--- src/rtl/temp_pkg.sv ---
// rtl/temp_pkg.sv - shared types and constants for the temperature statistics block
//
// Purpose: common data width and FSM state encoding used by temp_stats and
//          temp_minmax.
// Contents:
//   TEMP_W  width of a signed Celsius sample
//   fsm_t   sample pipeline states (WAIT, CAPTURE, ACCUM, PUBLISH)
package temp_pkg;

  localparam int TEMP_W = 8;

  typedef enum logic [1:0] {
    WAIT    = 2'd0,
    CAPTURE = 2'd1,
    ACCUM   = 2'd2,
    PUBLISH = 2'd3
  } fsm_t;

endpackage

--- src/rtl/temp_minmax.sv ---
// rtl/temp_minmax.sv - signed running minimum/maximum tracker
//
// Purpose: holds the minimum and maximum sample seen since reset or the last
//          clear. The first sample after a clear loads both registers.
// Ports:
//   clk      in   clock
//   rst      in   asynchronous active-high reset
//   clear    in   synchronous clear of the tracker (wins over load_en)
//   load_en  in   accept 'sample' this cycle
//   sample   in   signed sample value
//   min_val  out  signed minimum since reset/clear (0 when empty)
//   max_val  out  signed maximum since reset/clear (0 when empty)
module temp_minmax
  import temp_pkg::*;
(
  input  logic                     clk,
  input  logic                     rst,
  input  logic                     clear,
  input  logic                     load_en,
  input  logic signed [TEMP_W-1:0] sample,
  output logic signed [TEMP_W-1:0] min_val,
  output logic signed [TEMP_W-1:0] max_val
);

  logic has_sample;

  always_ff @(posedge clk or posedge rst) begin
    if (rst) begin
      has_sample <= 1'b0;
      min_val    <= '0;
      max_val    <= '0;
    end else if (clear) begin
      has_sample <= 1'b0;
      min_val    <= '0;
      max_val    <= '0;
    end else if (load_en) begin
      if (!has_sample) begin
        // The zeroed registers are not real samples, so never compare against them.
        has_sample <= 1'b1;
        min_val    <= sample;
        max_val    <= sample;
      end else begin
        if (sample < min_val) min_val <= sample;
        if (sample > max_val) max_val <= sample;
      end
    end
  end

endmodule

--- src/rtl/temp_stats.sv ---
// rtl/temp_stats.sv - periodic temperature sampler with moving average, min/max and alarm
//
// Purpose: every SAMPLE_DIV clocks captures temp_data into a 2^LOG2_WIN deep
//          circular window, maintains a running sum, and publishes the floor
//          average, min/max since clear and a hysteretic over-temperature flag.
// Ports:
//   clk_200KHz   in   block clock
//   reset        in   asynchronous active-high reset
//   temp_data    in   signed degC sample source, may change at any time
//   clear_stats  in   synchronous clear of window, average, min/max and alarm
//   avg_data     out  signed floor(sum / 2^LOG2_WIN), 0 until window is full
//   min_data     out  signed minimum since reset/clear
//   max_data     out  signed maximum since reset/clear
//   avg_valid    out  window is full and avg_data is meaningful
//   sample_stb   out  one-cycle pulse on the cycle the outputs update
//   over_temp    out  alarm: sets at avg >= T_HIGH, clears at avg <= T_LOW
module temp_stats
  import temp_pkg::*;
#(
  parameter int SAMPLE_DIV = 40000,
  parameter int LOG2_WIN   = 3,
  parameter int T_HIGH     = 30,
  parameter int T_LOW      = 28
) (
  input  logic              clk_200KHz,
  input  logic              reset,
  input  logic [TEMP_W-1:0] temp_data,
  input  logic              clear_stats,
  output logic [TEMP_W-1:0] avg_data,
  output logic [TEMP_W-1:0] min_data,
  output logic [TEMP_W-1:0] max_data,
  output logic              avg_valid,
  output logic              sample_stb,
  output logic              over_temp
);

  localparam int WIN    = 1 << LOG2_WIN;
  localparam int CNT_W  = $clog2(SAMPLE_DIV);
  localparam int SUM_W  = TEMP_W + LOG2_WIN;
  localparam int FILL_W = LOG2_WIN + 1;

  localparam logic signed [TEMP_W-1:0] T_HIGH_V = TEMP_W'(T_HIGH);
  localparam logic signed [TEMP_W-1:0] T_LOW_V  = TEMP_W'(T_LOW);

  // Sample timebase: free-running, untouched by clear_stats.
  logic [CNT_W-1:0] cnt;
  logic             tc;

  assign tc = (cnt == CNT_W'(SAMPLE_DIV - 1));

  always_ff @(posedge clk_200KHz or posedge reset) begin
    if (reset)   cnt <= '0;
    else if (tc) cnt <= '0;
    else         cnt <= cnt + CNT_W'(1);
  end

  // Pipeline FSM
  fsm_t state, next_state;

  always_ff @(posedge clk_200KHz or posedge reset) begin
    if (reset) state <= WAIT;
    else       state <= next_state;
  end

  always_comb begin
    next_state = state;
    case (state)
      WAIT:    if (tc) next_state = CAPTURE;
      CAPTURE: next_state = ACCUM;
      ACCUM:   next_state = PUBLISH;
      PUBLISH: next_state = WAIT;
      default: next_state = WAIT;
    endcase
    // A clear abandons any sample in flight, including one latched this cycle.
    if (clear_stats) next_state = WAIT;
  end

  // Window storage and running sum
  logic signed [TEMP_W-1:0] win_buf [WIN];
  logic signed [TEMP_W-1:0] new_s;
  logic signed [TEMP_W-1:0] old_s;
  logic [LOG2_WIN-1:0]      wr_ptr;
  logic [FILL_W-1:0]        fill;
  logic signed [SUM_W-1:0]  sum;

  logic                     win_full;
  logic signed [TEMP_W-1:0] avg_next;
  logic                     over_next;
  logic signed [TEMP_W-1:0] mm_min;
  logic signed [TEMP_W-1:0] mm_max;

  assign win_full = (fill == FILL_W'(WIN));
  // The average of 8-bit samples always fits back into 8 bits.
  assign avg_next = TEMP_W'(sum >>> LOG2_WIN);

  always_comb begin
    over_next = over_temp;
    if (!win_full)                over_next = 1'b0;
    else if (avg_next >= T_HIGH_V) over_next = 1'b1;
    else if (avg_next <= T_LOW_V)  over_next = 1'b0;
  end

  always_ff @(posedge clk_200KHz or posedge reset) begin
    if (reset) begin
      for (int i = 0; i < WIN; i++) win_buf[i] <= '0;
      new_s      <= '0;
      old_s      <= '0;
      wr_ptr     <= '0;
      fill       <= '0;
      sum        <= '0;
      avg_data   <= '0;
      min_data   <= '0;
      max_data   <= '0;
      avg_valid  <= 1'b0;
      sample_stb <= 1'b0;
      over_temp  <= 1'b0;
    end else if (clear_stats) begin
      for (int i = 0; i < WIN; i++) win_buf[i] <= '0;
      wr_ptr     <= '0;
      fill       <= '0;
      sum        <= '0;
      avg_data   <= '0;
      min_data   <= '0;
      max_data   <= '0;
      avg_valid  <= 1'b0;
      sample_stb <= 1'b0;
      over_temp  <= 1'b0;
    end else begin
      sample_stb <= 1'b0;
      case (state)
        WAIT: begin
          if (tc) new_s <= temp_data;
        end
        CAPTURE: begin
          old_s           <= win_buf[wr_ptr];
          win_buf[wr_ptr] <= new_s;
        end
        ACCUM: begin
          // Subtracting the evicted slot keeps the sum exact across wrap-around;
          // empty slots are zero so the fill phase needs no special case.
          sum    <= sum + {{LOG2_WIN{new_s[TEMP_W-1]}}, new_s}
                        - {{LOG2_WIN{old_s[TEMP_W-1]}}, old_s};
          wr_ptr <= wr_ptr + LOG2_WIN'(1);
          if (!win_full) fill <= fill + FILL_W'(1);
        end
        PUBLISH: begin
          sample_stb <= 1'b1;
          if (win_full) begin
            avg_valid <= 1'b1;
            avg_data  <= avg_next;
          end
          min_data  <= mm_min;
          max_data  <= mm_max;
          over_temp <= over_next;
        end
        default: ;
      endcase
    end
  end

  temp_minmax u_minmax (
    .clk     (clk_200KHz),
    .rst     (reset),
    .clear   (clear_stats),
    .load_en (state == ACCUM),
    .sample  (new_s),
    .min_val (mm_min),
    .max_val (mm_max)
  );

endmodule
--- config.mk ---
export PLATFORM = sky130hd
export DESIGN_NAME = temp_stats
export DESIGN_NICKNAME = d
export VERILOG_FILES = /design/src/rtl/temp_pkg.sv /design/src/rtl/temp_minmax.sv /design/src/rtl/temp_stats.sv
export SDC_FILE = /design/constraint.sdc
export NUM_CORES = 1
export LEC_CHECK = 0
export CAP_MARGIN = 20
export CELL_PAD_IN_SITES_DETAIL_PLACEMENT = 0
export CELL_PAD_IN_SITES_GLOBAL_PLACEMENT = 1
export CORE_ASPECT_RATIO = 0.9
export CORE_MARGIN = 4
export CORE_UTILIZATION = 43
export CTS_CLUSTER_DIAMETER = 100
export CTS_CLUSTER_SIZE = 30
export DETAILED_ROUTE_END_ITERATION = 8
export MAX_ROUTING_LAYER = met4
export PLACE_DENSITY_LB_ADDON = 0.1
export SYNTH_ARGS = -nofsm -noshare
export SYNTH_HDL_FRONTEND = slang
export SYNTH_HIERARCHICAL = 1
export SYNTH_SLANG_ARGS = --single-unit
--- constraint.sdc ---
create_clock -name clk_200KHz -period 4.6 [get_ports clk_200KHz]
set_clock_uncertainty 0.2 [all_clocks]
set_input_delay 0.92 -clock clk_200KHz [delete_from_list [all_inputs] [get_ports clk_200KHz]]
set_output_delay 0.92 -clock clk_200KHz [all_outputs]
set_load 0.03 [all_outputs]
==> impl_metrics.toml, run 1 <==
[run_status]
status = "finished, final reports clean"

[clocking]
cts_tree = "built"
cts_hold_buffers = 0
clk-insertion-delay-late_ns = 0.42
post_cts_buffers = 0
clk_pin_slew_ns = 0.06
cts_num_sinks = 160
cts_buffers = 17
htreeDepth = 4
clockBufferDepth = 2
cts-resized-gates = 0
cts_root_buf = "clkbuf_16"

[floorplanning]
ios = 38
die_area_um2 = 22400
chipWidth_um = 157
initial_utilization_pct = 44.4
die_y_um = 142
rows = 48
fp.coreArea_um2 = 19500

[sta]
drv_slew = 0
layout_min_cycle_time_ns = 3.40
worst_slew_margin_rel_pct = 24.4
fin_tns_setup_ns = 0
finalCritPeriodShare_pct = 74.0
setup_viol = 0
whs_ns = 0.278
max_freq_mhz = 294
rsz0062_at_grt = "false"
finalHoldViolCount = 0
worst_pin_slew_ns = 1.13

[yosys]
yosysSeqAreaShare_pct = 46.4
synth_top_cell_area_share_pct = 46.4
yosys_register_bits = 160
post-synth-top-count-cell = "nand2_1"
synth_top_family_by_area = "simple AND/OR/NAND/NOR gates"
synth_ff_type = "dfrtp_1"
synthTopCellsByArea = "dfrtp_1 46%, nand2_1 7.6%, mux2i_1 5.6%"
synth-simple-area-share_pct = 18.9
synth_common_cells = "175 x nand2_1, 160 x dfrtp_1, 78 x a21oi_1"
yosysTopAreaCell = "dfrtp_1"
synth_xor_area_share_pct = 2.03
ys_warn_count = 6
avgSynthCellArea_um2 = 9.50
synthCells = 909
ys_async_sr_fraction_pct = 100
synthesis.nets = 965
synthAdderAreaFrac_pct = 7.39
synth_compound_area_share_pct = 12.2
synthMuxAreaShare_pct = 7.91
yosysUniqueCellTypes = 73
synth_area_um2 = 8640
synth_edf_count = 0

[critical_path]
regToRegSetupSlack_ns = 1.20
worstSetupStartpointType = "register"
cp.arrival_ns = 3.51
reg2reg_from = "new_s[7]"
crit_path_frequent_cell = "inv_1"
cp-end-kind = "register"
cpPeakStageDelay_ns = 0.66
critPathSlowestCell = "dfrtp_1"
r2r_cells = 9
crit_type = "register to register"
critPathMaxFanout = 14
crit_chain = "inv_1 -> fa_1 -> inv_1 -> ha_1 -> a211o_1 -> a211oi_1 -> nand3_1 -> nand4_1 -> mux2_2"
worstReg2RegEnd = "sum[10]"
worstPathRequired_ns = 4.70

[drt]
vias = 6388
avgRoutedWirePerCell_um = 17.8
first_pass_iters = 8
drc_errors = 0
avgViaCountPerCell = 5.35
drt-total-wl_mm = 21.2
antenna_left = 0
drt_iter0_markers = 491

[power_and_ir_drop]
p_total_mw = 3.70
ir_worst_vdd_uv = 197
power.internal_mw = 2.54
p_sw_mw = 1.15
p_per_area_nw_per_um2 = 378
p_comb_share_pct = 22.4
power.leakage_nw = 4.12
p_seq_share_pct = 41.5
switching_share_pct = 31.2
clkPwrFrac_pct = 36.2

[finish]
fin_util_pct = 50.2
syn2layout_area_growth_pct = 13.1
nNetsFinal = 987
layout-drive-gt1-share_pct = 8.16
diodes = 0

[global_routing]
grt_pass1_vias = 6516
grt_pass1_wl_mm = 35.3
grt_start_max_net_pins = 83
grt_remaining_overflow = 0
grt_usage_pct = 20.7
antenna_found_initial = 0

[placement]
post-dp-hpwl_mm = 14.3
port_buffers = 37
gp_congestion = 0.878

[hold_path]
whs_endpoint = "cnt[4]"
min_path_cells = 1
min_from = "cnt[4]"
hp-class = "register to register"

[run]
drv_cap = 0
final cells by class:
| class | count | area [µm²] |
|---|---|---|
| clock buffers | 19 | 443 |
| fillers | 1803 | 9690 |
| clock inverters | 13 | 114 |
| flip-flops and latches | 160 | 4000 |
| well taps | 250 | 313 |
| multi-input cells | 639 | 4190 |
| repair buffers | 48 | 463 |
| inverters | 65 | 248 |
worst max path at each step:
stage / start / slack (ns) / cells past startpoint / end
floorplan: new_s[7] / 1.43 / 10 / sum[10]
global placement: new_s[7] / 1.24 / 9 / sum[10]
detailed placement: new_s[7] / 1.20 / 9 / sum[10]
CTS: new_s[7] / 1.17 / 9 / sum[10]
global route: new_s[7] / 0.94 / 9 / sum[10]
finish: new_s[7] / 1.20 / 9 / sum[10]
cells by family after synthesis:
family                     after synthesis
AOI/OAI and AO/OA                      161
xor gates and xnor gates                20
adders and majority gates               45
buffers and inverters                  110
DFF                                    160
muxes                                   60
and+or+nand+nor                        353
power groups by stage:
stage | clock network, mW | registers, mW | logic (mW)
floorplan | 0 | 1.53 | 0.657
global placement | 0 | 1.56 | 0.799
detailed placement | 0 | 1.56 | 0.820
CTS | 1.38 | 1.53 | 0.825
global route | 1.44 | 1.54 | 0.936
finish | 1.34 | 1.53 | 0.827
layout by cell type, fill, tap and decap left out, types with 8 or more instances in the layout:
cell,netlist,routed
a21oi_1,78,78
nor3_1,10,10
clkbuf_16,0,17
nand3_1,21,21
fa_1,10,10
inv_1,65,64
ha_1,35,35
nand2b_1,20,20
buf_4,3,11
xnor2_1,13,13
clkdlybuf4s50_1,0,36
nand4_1,11,11
dfrtp_1,160,160
nand2_1,175,175
nor2_1,72,72
o21ai_0,15,15
mux2i_1,48,48
a21o_1,8,8
nor2b_1,9,9
stage by stage:
stage | std cells | area (µm²) | worst slack, ns
after CTS | 1194 | 9770 | 1.17
after global routing | 1194 | 9770 | 0.943
after floorplan | 909 | 8640 | 1.43
after detailed placement | 1162 | 9210 | 1.20
after global placement | 1162 | 9210 | 1.24
final | 1194 | 9770 | 1.20
flip-flops by register name, indices dropped and copies added, names as in the netlist, 2 cells and up:
signal	cells
avg_data	8
cnt	16
win_buf	64
old_s	8
u_minmax/max_val	8
new_s	8
wr_ptr	3
min_data	8
u_minmax/min_val	8
max_data	8
state	2
fill	4
sum	11
worst max-delay path: cells and delay by family (launching register included):
kind	cells	cell delay (ns)
AND/OR/NAND/NOR	2	0.24
multiplexers	1	0.33
AO/OA/AOI/OAI	2	0.62
buffers and inverters	2	0.29
flip-flops	1	0.66
adder cells (fa/ha/maj)	2	0.94
metal layers:
metal | global-route usage [%] | share of wire, %
met3 | 3.83 | 3.7
met5 | - | 0
met4 | 5.34 | 1.5
met2 | 31.1 | 45
met1 | 29.1 | 49
Note: power is estimated with default switching activity, not from simulation.
==> inputs of run 2 (changes only) <==
Clock period 4.6 ns to 2.95 ns, I/O delays scaled along.
==> run 2 against run 1 <==
Effect of this change:
- sequential cell count unchanged
- global-route usage grew 0.55 points
- core utilization is 1.2 points higher
- largest cell class unchanged
- sequential power grew 54%
- power rose by 64%
==> impl_metrics.toml, run 2 (synthesis gave the netlist of run 1 again) <==
[global_routing]
grt_remaining_overflow = 0
top_usage_layer = "met2"
met1_usage_pct = 28.8
grt_start_max_net_pins = 86
grt_pass1_wl_mm = 36.5
grt_use_met3_pct = 3.62
grt_usage_pct = 21.3
grt_pass1_vias = 6874
antenna_found_initial = 0
use_met2_pct = 33.5

[clocking]
cts_root_buf = "clkbuf_16"
cts_buffers = 17
cts_tree = "built"
clk-insertion-delay-late_ns = 0.42
cts_hold_buffers = 0
clockBufferDepth = 2
cts_num_sinks = 160
cts-resized-gates = 0
htreeDepth = 4
clk_pin_slew_ns = 0.06
post_cts_buffers = 0

[placement]
gp_congestion = 0.855
port_buffers = 37
post-dp-hpwl_mm = 14.9

[drt]
drt-total-wl_mm = 21.7
avgViaCountPerCell = 5.38
antenna_left = 0
vias = 6540
first_pass_iters = 7
avgRoutedWirePerCell_um = 17.9
drc_errors = 0
drt_iter0_markers = 402

[critical_path]
cpPeakStageDelay_ns = 0.54
critPathSlowestCell = "fa_1"
worstSetupStartpointType = "register"
worstPathRequired_ns = 3.05
crit_type = "register to register"
cp-end-kind = "register"
critPathMaxFanout = 6
cp.arrival_ns = 2.88
crit_path_frequent_cell = "inv_1"
r2r_cells = 9
crit_chain = "inv_1 -> fa_1 -> inv_1 -> ha_1 -> and3_4 -> a21boi_0 -> a41oi_2 -> mux2i_1 -> or3_1"

[sta]
fin_tns_setup_ns = 0
finalHoldViolCount = 0
worst_slew_margin_rel_pct = 32.1
drv_slew = 0
setup_viol = 0
worst_pin_slew_ns = 1.02
rsz0062_at_grt = "false"
whs_ns = 0.268
max_freq_mhz = 359
layout_min_cycle_time_ns = 2.78
finalCritPeriodShare_pct = 94.3

[floorplanning]
rows = 48
die_area_um2 = 22400
die_y_um = 142
ios = 38
fp.coreArea_um2 = 19500
chipWidth_um = 157
initial_utilization_pct = 44.4

[hold_path]
hp-class = "register to register"
min_path_cells = 1

[finish]
diodes = 0
layout_commonest_cell = "nand2_1"
nNetsFinal = 1011
nFillCells = 1825
top_regs = "win_buf (64), cnt (16), sum (11)"
layout-drive-gt1-share_pct = 10.6
largest_register_ffs = 64
top_register = "win_buf"
syn2layout_area_growth_pct = 15.9
mostFrequentLayoutCells = "175 x nand2_1, 160 x dfrtp_1, 78 x a21oi_1"

[power_and_ir_drop]
ir_worst_vdd_uv = 301
power.leakage_nw = 4.26
p_per_area_nw_per_um2 = 606

[run_status]
status = "finished, final reports clean"

[run]
drv_cap = 0
run 2: changes by cell type in the layout (fill, tap and decap cells not counted), sizes merged:
cell      previous run  this run
bufinv               1         2
clkinv               5         2
clkinvlp             6         4
buf                 12        36
inv                 66        68
run 2: power breakdown:
group	internal (mW)	switching, mW
Combinational	0.595	0.889
Clock	1.29	0.926
Sequential	2.28	0.0777
run 2: final cells by class:
class / instances / area, µm² / area share (%)
Tap cell: 250 / 313 / 3.13
Timing Repair Buffer: 72 / 656 / 6.55
Inverter: 65 / 248 / 2.48
Clock buffer: 19 / 453 / 4.53
Clock inverter: 11 / 131 / 1.31
Multi-Input combinational cell: 639 / 4200 / 42.0
Sequential cell: 160 / 4000 / 40.0
run 2: through the flow:
stage	power [mW]	setup slack [ns]	util [%]	instances	area (µm²)
after floorplan	3.44	0.0204	-	909	8670
after global placement	3.83	0.217	48.4	1186	9420
after detailed placement	3.87	0.193	48.4	1186	9420
after CTS	6.11	0.177	51.4	1216	10000
after global routing	6.41	0.0143	51.4	1216	10000
final	6.06	0.167	51.4	1216	10000
run 2: final timing paths:
kind / from / end / slack (ns)
max reg2reg: new_s[7] / sum[9] / 0.17
max: new_s[7] / sum[9] / 0.17
min: cnt[4] / cnt[4] / 0.27
max in group asynchronous: reset / win_buf[13] / 1.57
min in group asynchronous: reset / min_data[5] / 0.28
min reg2reg: cnt[4] / cnt[4] / 0.27
run 2: per-layer routing:
metal | vias to the layer above | wire length (µm)
met3 | 22 | 750
met4 | 0 | 304
li1 | 3165 | -
met5 | - | 0
met2 | 125 | 10400
met1 | 3228 | 10300
run 2: critical path, delay by kind of cell (launching register included):
kind / cells / cell delay, ns
adder cells (fa/ha/maj): 2 / 0.91
buffers and inverters: 2 / 0.16
AO/OA/AOI/OAI: 2 / 0.31
multiplexers: 1 / 0.14
flip-flops: 1 / 0.34
AND/OR/NAND/NOR: 2 / 0.60
